### src/rtl/agc_channel_scheduler.sv
`default_nettype none
// ============================================================================
// Module   : agc_channel_scheduler
// Brief    : Round-robin AGC for NUM_CH inputs sharing one ADC and relay stage.
// Revision : 1.0 - initial release
// ============================================================================
module agc_channel_scheduler #(
  parameter int NUM_CH        = 4,
  parameter int CH_W          = 2,
  parameter int SETTLE_CYCLES = 16,
  parameter int WINDOW        = 256,
  parameter int OVER_TH       = 3941,
  parameter int LOW_TH        = 1791,
  parameter int HIGH_TH       = 3685,
  parameter int STABLE_N      = 3
) (
  input  logic                adc_clk,
  input  logic                rst,
  input  logic [11:0]         adc_data,
  input  logic                adc_valid,
  input  logic                enable,
  output logic [CH_W-1:0]     mux_sel,
  output logic [1:0]          gain_ctrl,
  output logic [2*NUM_CH-1:0] ch_gain,
  output logic [NUM_CH-1:0]   ch_stable,
  output logic                meas_valid,
  output logic [CH_W-1:0]     meas_ch,
  output logic [11:0]         meas_pp,
  output logic                busy
);

  localparam int                 C_SET_W    = $clog2(SETTLE_CYCLES + 1);
  localparam int                 C_WIN_W    = $clog2(WINDOW + 1);
  localparam logic [C_SET_W-1:0] C_SET_LAST = C_SET_W'(SETTLE_CYCLES - 1);
  localparam logic [C_WIN_W-1:0] C_WIN_LAST = C_WIN_W'(WINDOW - 1);
  localparam logic [11:0]        C_OVER_TH  = 12'(OVER_TH);
  localparam logic [11:0]        C_LOW_TH   = 12'(LOW_TH);
  localparam logic [11:0]        C_HIGH_TH  = 12'(HIGH_TH);
  localparam logic [CH_W-1:0]    C_LAST_CH  = CH_W'(NUM_CH - 1);
  localparam logic [1:0]         C_STABLE_N = 2'(STABLE_N);

  typedef enum logic [2:0] {
    S_IDLE    = 3'd0,
    S_SELECT  = 3'd1,
    S_SETTLE  = 3'd2,
    S_MEASURE = 3'd3,
    S_DECIDE  = 3'd4,
    S_NEXT    = 3'd5
  } state_t;

  state_t             r_state;
  state_t             w_state_nxt;
  logic [CH_W-1:0]    r_ptr;
  logic [1:0]         r_gain     [NUM_CH];
  logic [1:0]         r_stab_cnt [NUM_CH];
  logic [C_SET_W-1:0] r_settle_cnt;
  logic [C_WIN_W-1:0] r_samp_cnt;
  logic [11:0]        r_peak;
  logic [11:0]        r_valley;
  logic [CH_W-1:0]    r_mux_sel;
  logic [1:0]         r_gain_ctrl;
  logic               r_meas_valid;
  logic [CH_W-1:0]    r_meas_ch;
  logic [11:0]        r_meas_pp;

  logic [1:0]  w_cur_gain;
  logic [11:0] w_peak_nxt;
  logic [11:0] w_valley_nxt;
  logic        w_overload;
  logic        w_accept;
  logic        w_win_done;
  logic        w_settle_done;

  assign w_cur_gain    = r_gain[r_ptr];
  assign w_peak_nxt    = (adc_data > r_peak)   ? adc_data : r_peak;
  assign w_valley_nxt  = (adc_data < r_valley) ? adc_data : r_valley;
  // At gain 0 there is nothing left to back off, so clipping samples just count as data
  assign w_overload    = (r_state == S_MEASURE) && adc_valid &&
                         (adc_data >= C_OVER_TH) && (w_cur_gain != 2'd0);
  assign w_accept      = (r_state == S_MEASURE) && adc_valid && !w_overload;
  assign w_win_done    = w_accept && (r_samp_cnt == C_WIN_LAST);
  assign w_settle_done = (r_settle_cnt == C_SET_LAST);

  always_ff @(posedge adc_clk or posedge rst) begin
    if (rst) r_state <= S_IDLE;
    else     r_state <= w_state_nxt;
  end

  always_comb begin
    w_state_nxt = r_state;
    case (r_state)
      S_IDLE:    if (enable) w_state_nxt = S_SELECT;
      S_SELECT:  w_state_nxt = S_SETTLE;
      S_SETTLE:  if (w_settle_done) w_state_nxt = S_MEASURE;
      S_MEASURE: begin
        if (w_overload)      w_state_nxt = S_SELECT;
        else if (w_win_done) w_state_nxt = S_DECIDE;
      end
      S_DECIDE:  w_state_nxt = S_NEXT;
      S_NEXT:    w_state_nxt = enable ? S_SELECT : S_IDLE;
      default:   w_state_nxt = S_IDLE;
    endcase
  end

  always_ff @(posedge adc_clk or posedge rst) begin
    if (rst) begin
      r_ptr        <= '0;
      r_settle_cnt <= '0;
      r_samp_cnt   <= '0;
      r_peak       <= '0;
      r_valley     <= '0;
      r_mux_sel    <= '0;
      r_gain_ctrl  <= '0;
      r_meas_valid <= 1'b0;
      r_meas_ch    <= '0;
      r_meas_pp    <= '0;
      for (int k = 0; k < NUM_CH; k++) begin
        r_gain[k]     <= '0;
        r_stab_cnt[k] <= '0;
      end
    end else begin
      r_meas_valid <= 1'b0;
      case (r_state)
        S_SELECT: begin
          r_mux_sel    <= r_ptr;
          r_gain_ctrl  <= w_cur_gain;
          r_settle_cnt <= '0;
        end
        S_SETTLE: begin
          r_settle_cnt <= r_settle_cnt + 1'b1;
          if (w_settle_done) begin
            r_peak     <= 12'h000;
            r_valley   <= 12'hFFF;
            r_samp_cnt <= '0;
          end
        end
        S_MEASURE: begin
          if (w_overload) begin
            r_gain[r_ptr]     <= w_cur_gain - 2'd1;
            r_stab_cnt[r_ptr] <= '0;
          end else if (w_accept) begin
            r_peak     <= w_peak_nxt;
            r_valley   <= w_valley_nxt;
            r_samp_cnt <= r_samp_cnt + 1'b1;
            // Result is registered here so the pulse lines up with the decide cycle
            if (w_win_done) begin
              r_meas_valid <= 1'b1;
              r_meas_ch    <= r_ptr;
              r_meas_pp    <= w_peak_nxt - w_valley_nxt;
            end
          end
        end
        S_DECIDE: begin
          if ((r_meas_pp > C_HIGH_TH) && (w_cur_gain != 2'd0)) begin
            r_gain[r_ptr]     <= w_cur_gain - 2'd1;
            r_stab_cnt[r_ptr] <= '0;
          end else if ((r_meas_pp < C_LOW_TH) && (w_cur_gain != 2'd3)) begin
            r_gain[r_ptr]     <= w_cur_gain + 2'd1;
            r_stab_cnt[r_ptr] <= '0;
          end else if (r_stab_cnt[r_ptr] != C_STABLE_N) begin
            r_stab_cnt[r_ptr] <= r_stab_cnt[r_ptr] + 2'd1;
          end
        end
        S_NEXT: begin
          r_ptr <= (r_ptr == C_LAST_CH) ? '0 : r_ptr + 1'b1;
        end
        default: ;
      endcase
    end
  end

  for (genvar k = 0; k < NUM_CH; k++) begin : g_pack
    assign ch_gain[2*k+1:2*k] = r_gain[k];
    assign ch_stable[k]       = (r_stab_cnt[k] == C_STABLE_N);
  end

  assign mux_sel    = r_mux_sel;
  assign gain_ctrl  = r_gain_ctrl;
  assign meas_valid = r_meas_valid;
  assign meas_ch    = r_meas_ch;
  assign meas_pp    = r_meas_pp;
  assign busy       = (r_state != S_IDLE);

endmodule
`default_nettype wire

### config.mk
export PLATFORM = sky130hd
export DESIGN_NAME = agc_channel_scheduler
export DESIGN_NICKNAME = d
export VERILOG_FILES = /design/src/rtl/agc_channel_scheduler.sv
export SDC_FILE = /design/constraint.sdc
export NUM_CORES = 1
export LEC_CHECK = 0
export ABC_AREA = 0
export BUFFER_PORTS_ARGS = -buffer_cell sky130_fd_sc_hd__buf_2
export CORE_MARGIN = 5
export CORE_UTILIZATION = 50
export CTS_BUF_LIST = sky130_fd_sc_hd__clkbuf_8
export DETAILED_ROUTE_END_ITERATION = 16
export MAX_ROUTING_LAYER = met4
export PLACE_DENSITY = 0.71
export SLEW_MARGIN = 5
export SYNTH_ARGS = -nofsm -noshare
export SYNTH_HDL_FRONTEND = slang
export SYNTH_SLANG_ARGS = --single-unit
### constraint.sdc
create_clock -name adc_clk -period 6.1 [get_ports adc_clk]
set_input_delay 0.915 -clock adc_clk [delete_from_list [all_inputs] [get_ports adc_clk]]
set_output_delay 0.915 -clock adc_clk [all_outputs]
set_load 0.05 [all_outputs]
==> results.yml <==
status:
  status: "completed"
floorplanning:
  die_y_um: 109
  dieWidth_um: 109
  num_rows: 36
  initial_core_util: 0.505
  dieArea_sq_mm: 0.0118
  pin_count: 48
  core_area_sq_mm: 0.00964
synthesis:
  postSynth.asyncResetShare: 1.00
  ys.flop_type: "dfrtp_1"
  yosys.area.top_type_share: 0.401
  yosysWarnings: 0
  syn_nets: 584
  syn_inst: 522
  ys_types: 53
  ys_seq_elements: 78
  synth.avg_cell_area_sq_um: 9.32
  synth_edf_count: 0
  yosysTopAreaCell: "dfrtp_1"
  synth_area_sq_mm: 0.00486
  ys_seq_area_frac: 0.401
  synthTopCellsByArea: "dfrtp_1 40%, ha_1 12%, o21ai_0 5.0%"
sta:
  slew_headroom: 0.357
  skew_ps: 10.9
  drv_slew: 0
  tns_ps: 0
  fin_crit_ps: 4380
  rsz0062_at_grt: "false"
  hold_ws_ps: 498
  finalCritPeriodShare: 0.717
  tightest_slew_ps: 965
  fmax_ghz: 0.229
  hold_viol_final: 0
  setup_viol: 0
routing:
  drc: 0
  drt_first_iter_violations: 172
  dr_total_vias: 3933
  avgRoutedWirePerCell_um: 15.1
  finalWirelength_mm: 10.6
  viasPerCell: 5.59
  drtAntennaViolNets: 0
  firstDrtPassIters: 4
placed_design:
  place_area_sq_mm: 0.00522
  dpl.hpwl_mm: 7.83
  numPortBuffers: 47
  dp_cells: 687
  place.gp.congestion: 0.897
min_path:
  min_path_cells: 1
  hold_path.class: "reg2reg"
setup_path:
  setup.worst_path.start: "adc_data[1]"
  critPathMaxStageDelay_ps: 410
  critPathLaunchType: "input pin"
  cp_max_fo: 24
  critPathRequiredTime_ps: 6390
  ff2ff_path_depth: 16
  endpoint_kind: "register"
  path_cells: "buf_2 -> ha_1 -> a2111oi_2 -> o31ai_2 -> a2111oi_4 -> buf_4 -> nor2_1 -> a21oi_1 -> ha_1 -> nor2b_1 -> o31a_1 -> o21ai_0 -> o21ai_0 -> nor4b_1 -> mux2i_1 -> nand3_1"
  reg2reg_to: "meas_pp[11]$_DFFE_PP0P_"
  crit_end: "meas_pp[11]$_DFFE_PP0P_"
  r2r_start: "r_valley[1]$_DFFE_PP0P_"
  arrival_ps: 4670
  rrSetupSlack_ps: 2040
  slowest_stage: "o21ai_0"
  criticalPathCategory: "in2reg"
clocking:
  cts_made_buffers: 9
  cts_buffer_depth: 2
  clock-sinks: 78
  post_cts_buffers: 0
  clkLatencyLatePin_ps: 360
  h-tree-depth: 3
  cts.clk_slew.worst_paths_ps: 80
  cts_root_buffer: "clkbuf_8"
  cts_tree: "built"
  cts_hold_buf: 0
  post_cts_resized: 0
finish:
  synthToLayoutAreaGrowth_pct: 11.8
  fin_nets: 627
  antenna_cells: 0
  fillers: 872
  layout-drive-gt1-share: 0.160
  final_cells: 703
  final_core_util: 0.564
  fin_area_sq_mm: 0.00544
job:
  maxCapViolations: 0
global_routing:
  grt_usage: 0.197
  grt_max_degree: 79
  grt-ovfl-total: 0
  antenna_found_initial: 0
  grt_pass1_wl_mm: 18.2
  grt_pass1_vias: 3820
power_and_ir_drop:
  power_density_mw_per_mm2: 430
  ir_worst_vdd_v: 0.000248
  p_leak_nw: 2.67
-- flip-flops by register name, summed over array words and instances (netlist names), named ones only --
| name | flops |
|---|---|
| r_state | 3 |
| meas_pp | 12 |
| r_peak | 12 |
| r_ptr | 2 |
| r_valley | 12 |
| meas_valid | 1 |
| ch_gain | 4 |
| gain_ctrl | 2 |
| r_samp_cnt | 9 |
| mux_sel | 2 |
| r_stab_cnt | 8 |
| meas_ch | 2 |
| r_settle_cnt | 5 |
-- through the flow --
step / power [mW] / setup slack, ps
after global routing: 2.56 / 1460
after CTS: 2.35 / 1790
after floorplan: 1.66 / 1830
after detailed placement: 1.90 / 1430
final: 2.34 / 1720
after global placement: 1.87 / 1490
-- cell usage after synthesis (3+ instances only) --
library cell,count
a21o_1,5
a21oi_1,48
a22o_1,12
a31oi_1,6
and2_1,7
and3_1,4
buf_2,3
clkbuf_1,15
dfrtp_1,78
ha_1,45
inv_1,36
mux2_2,16
mux2i_1,5
mux4_2,3
nand2_1,60
nand2b_1,5
nand3_1,10
nand4_1,8
nor2_1,29
nor2b_1,5
nor3_1,8
o211ai_1,3
o21a_1,3
o21ai_0,49
o21bai_1,5
o22a_1,11
or3_1,3
xnor2_1,8
-- cell type report --
cell class	instances	area, sq um	area share
flip-flops and latches	78	1950	0.359
well taps	133	166	0.0306
clock buffers	9	124	0.0228
multi-input cells	389	2700	0.496
repair buffers	51	265	0.0488
clock inverters	7	98.8	0.0182
inverters	36	135	0.0248
-- kinds of logic (layout without fill, tap and decap cells) --
logic type,count (synthesis),count (layout),share of synthesized area
mux,24,24,0.0612
simple gates,148,148,0.143
xor+xnor,10,10,0.0180
compound gates,161,161,0.213
buf+inv,55,103,0.0440
flops,78,78,0.401
fa+ha+maj,46,46,0.120
-- power breakdown --
group          internal [mW]  switching [mW]  leakage [nW]
sequential             0.627          0.0936          1.01
clock                  0.232           0.203         0.109
combinational          0.517           0.669          1.55
total                   1.38           0.966          2.67
-- how the worst min path moves through the flow --
stage                                   start                        end  slack [ps]
floorplan           r_samp_cnt[8]$_DFFE_PP0P_  r_samp_cnt[8]$_DFFE_PP0P_         450
global placement    r_samp_cnt[8]$_DFFE_PP0P_  r_samp_cnt[8]$_DFFE_PP0P_         460
detailed placement    r_valley[6]$_DFFE_PP0P_    r_valley[6]$_DFFE_PP0P_         480
CTS                   r_valley[6]$_DFFE_PP0P_    r_valley[6]$_DFFE_PP0P_         500
global route          r_valley[9]$_DFFE_PP0P_    r_valley[9]$_DFFE_PP0P_         520
finish                r_valley[4]$_DFFE_PP0P_    r_valley[4]$_DFFE_PP0P_         500
-- critical path, delay by kind of cell --
kind,cells,cell delay (ps)
AO/OA/AOI/OAI,7,1950
adder cells (fa/ha/maj),2,590
buffers and inverters,2,440
multiplexers,1,120
AND/OR/NAND/NOR,4,640
-- routing by layer --
layer	wire (um)	track usage
met4	103	0.0361
met5	0	-
met3	575	0.0426
met2	5010	0.308
met1	4950	0.268
-- placed cells by master (no fill, tap or decap), drive strengths merged, types with 6 or more instances in the layout --
cell type,Yosys,final
nand3,10,10
a21oi,48,48
a22o,12,12
o21ai,49,49
nand2,60,60
and2,8,8
nand4,8,8
mux2,16,16
o22a,11,11
inv,36,38
clkbuf,15,9
nor3,8,8
ha,45,45
dfrtp,78,78
xnor2,8,8
a31oi,6,6
buf,4,51
nor2,29,29
(Power assumes the default switching activity.)
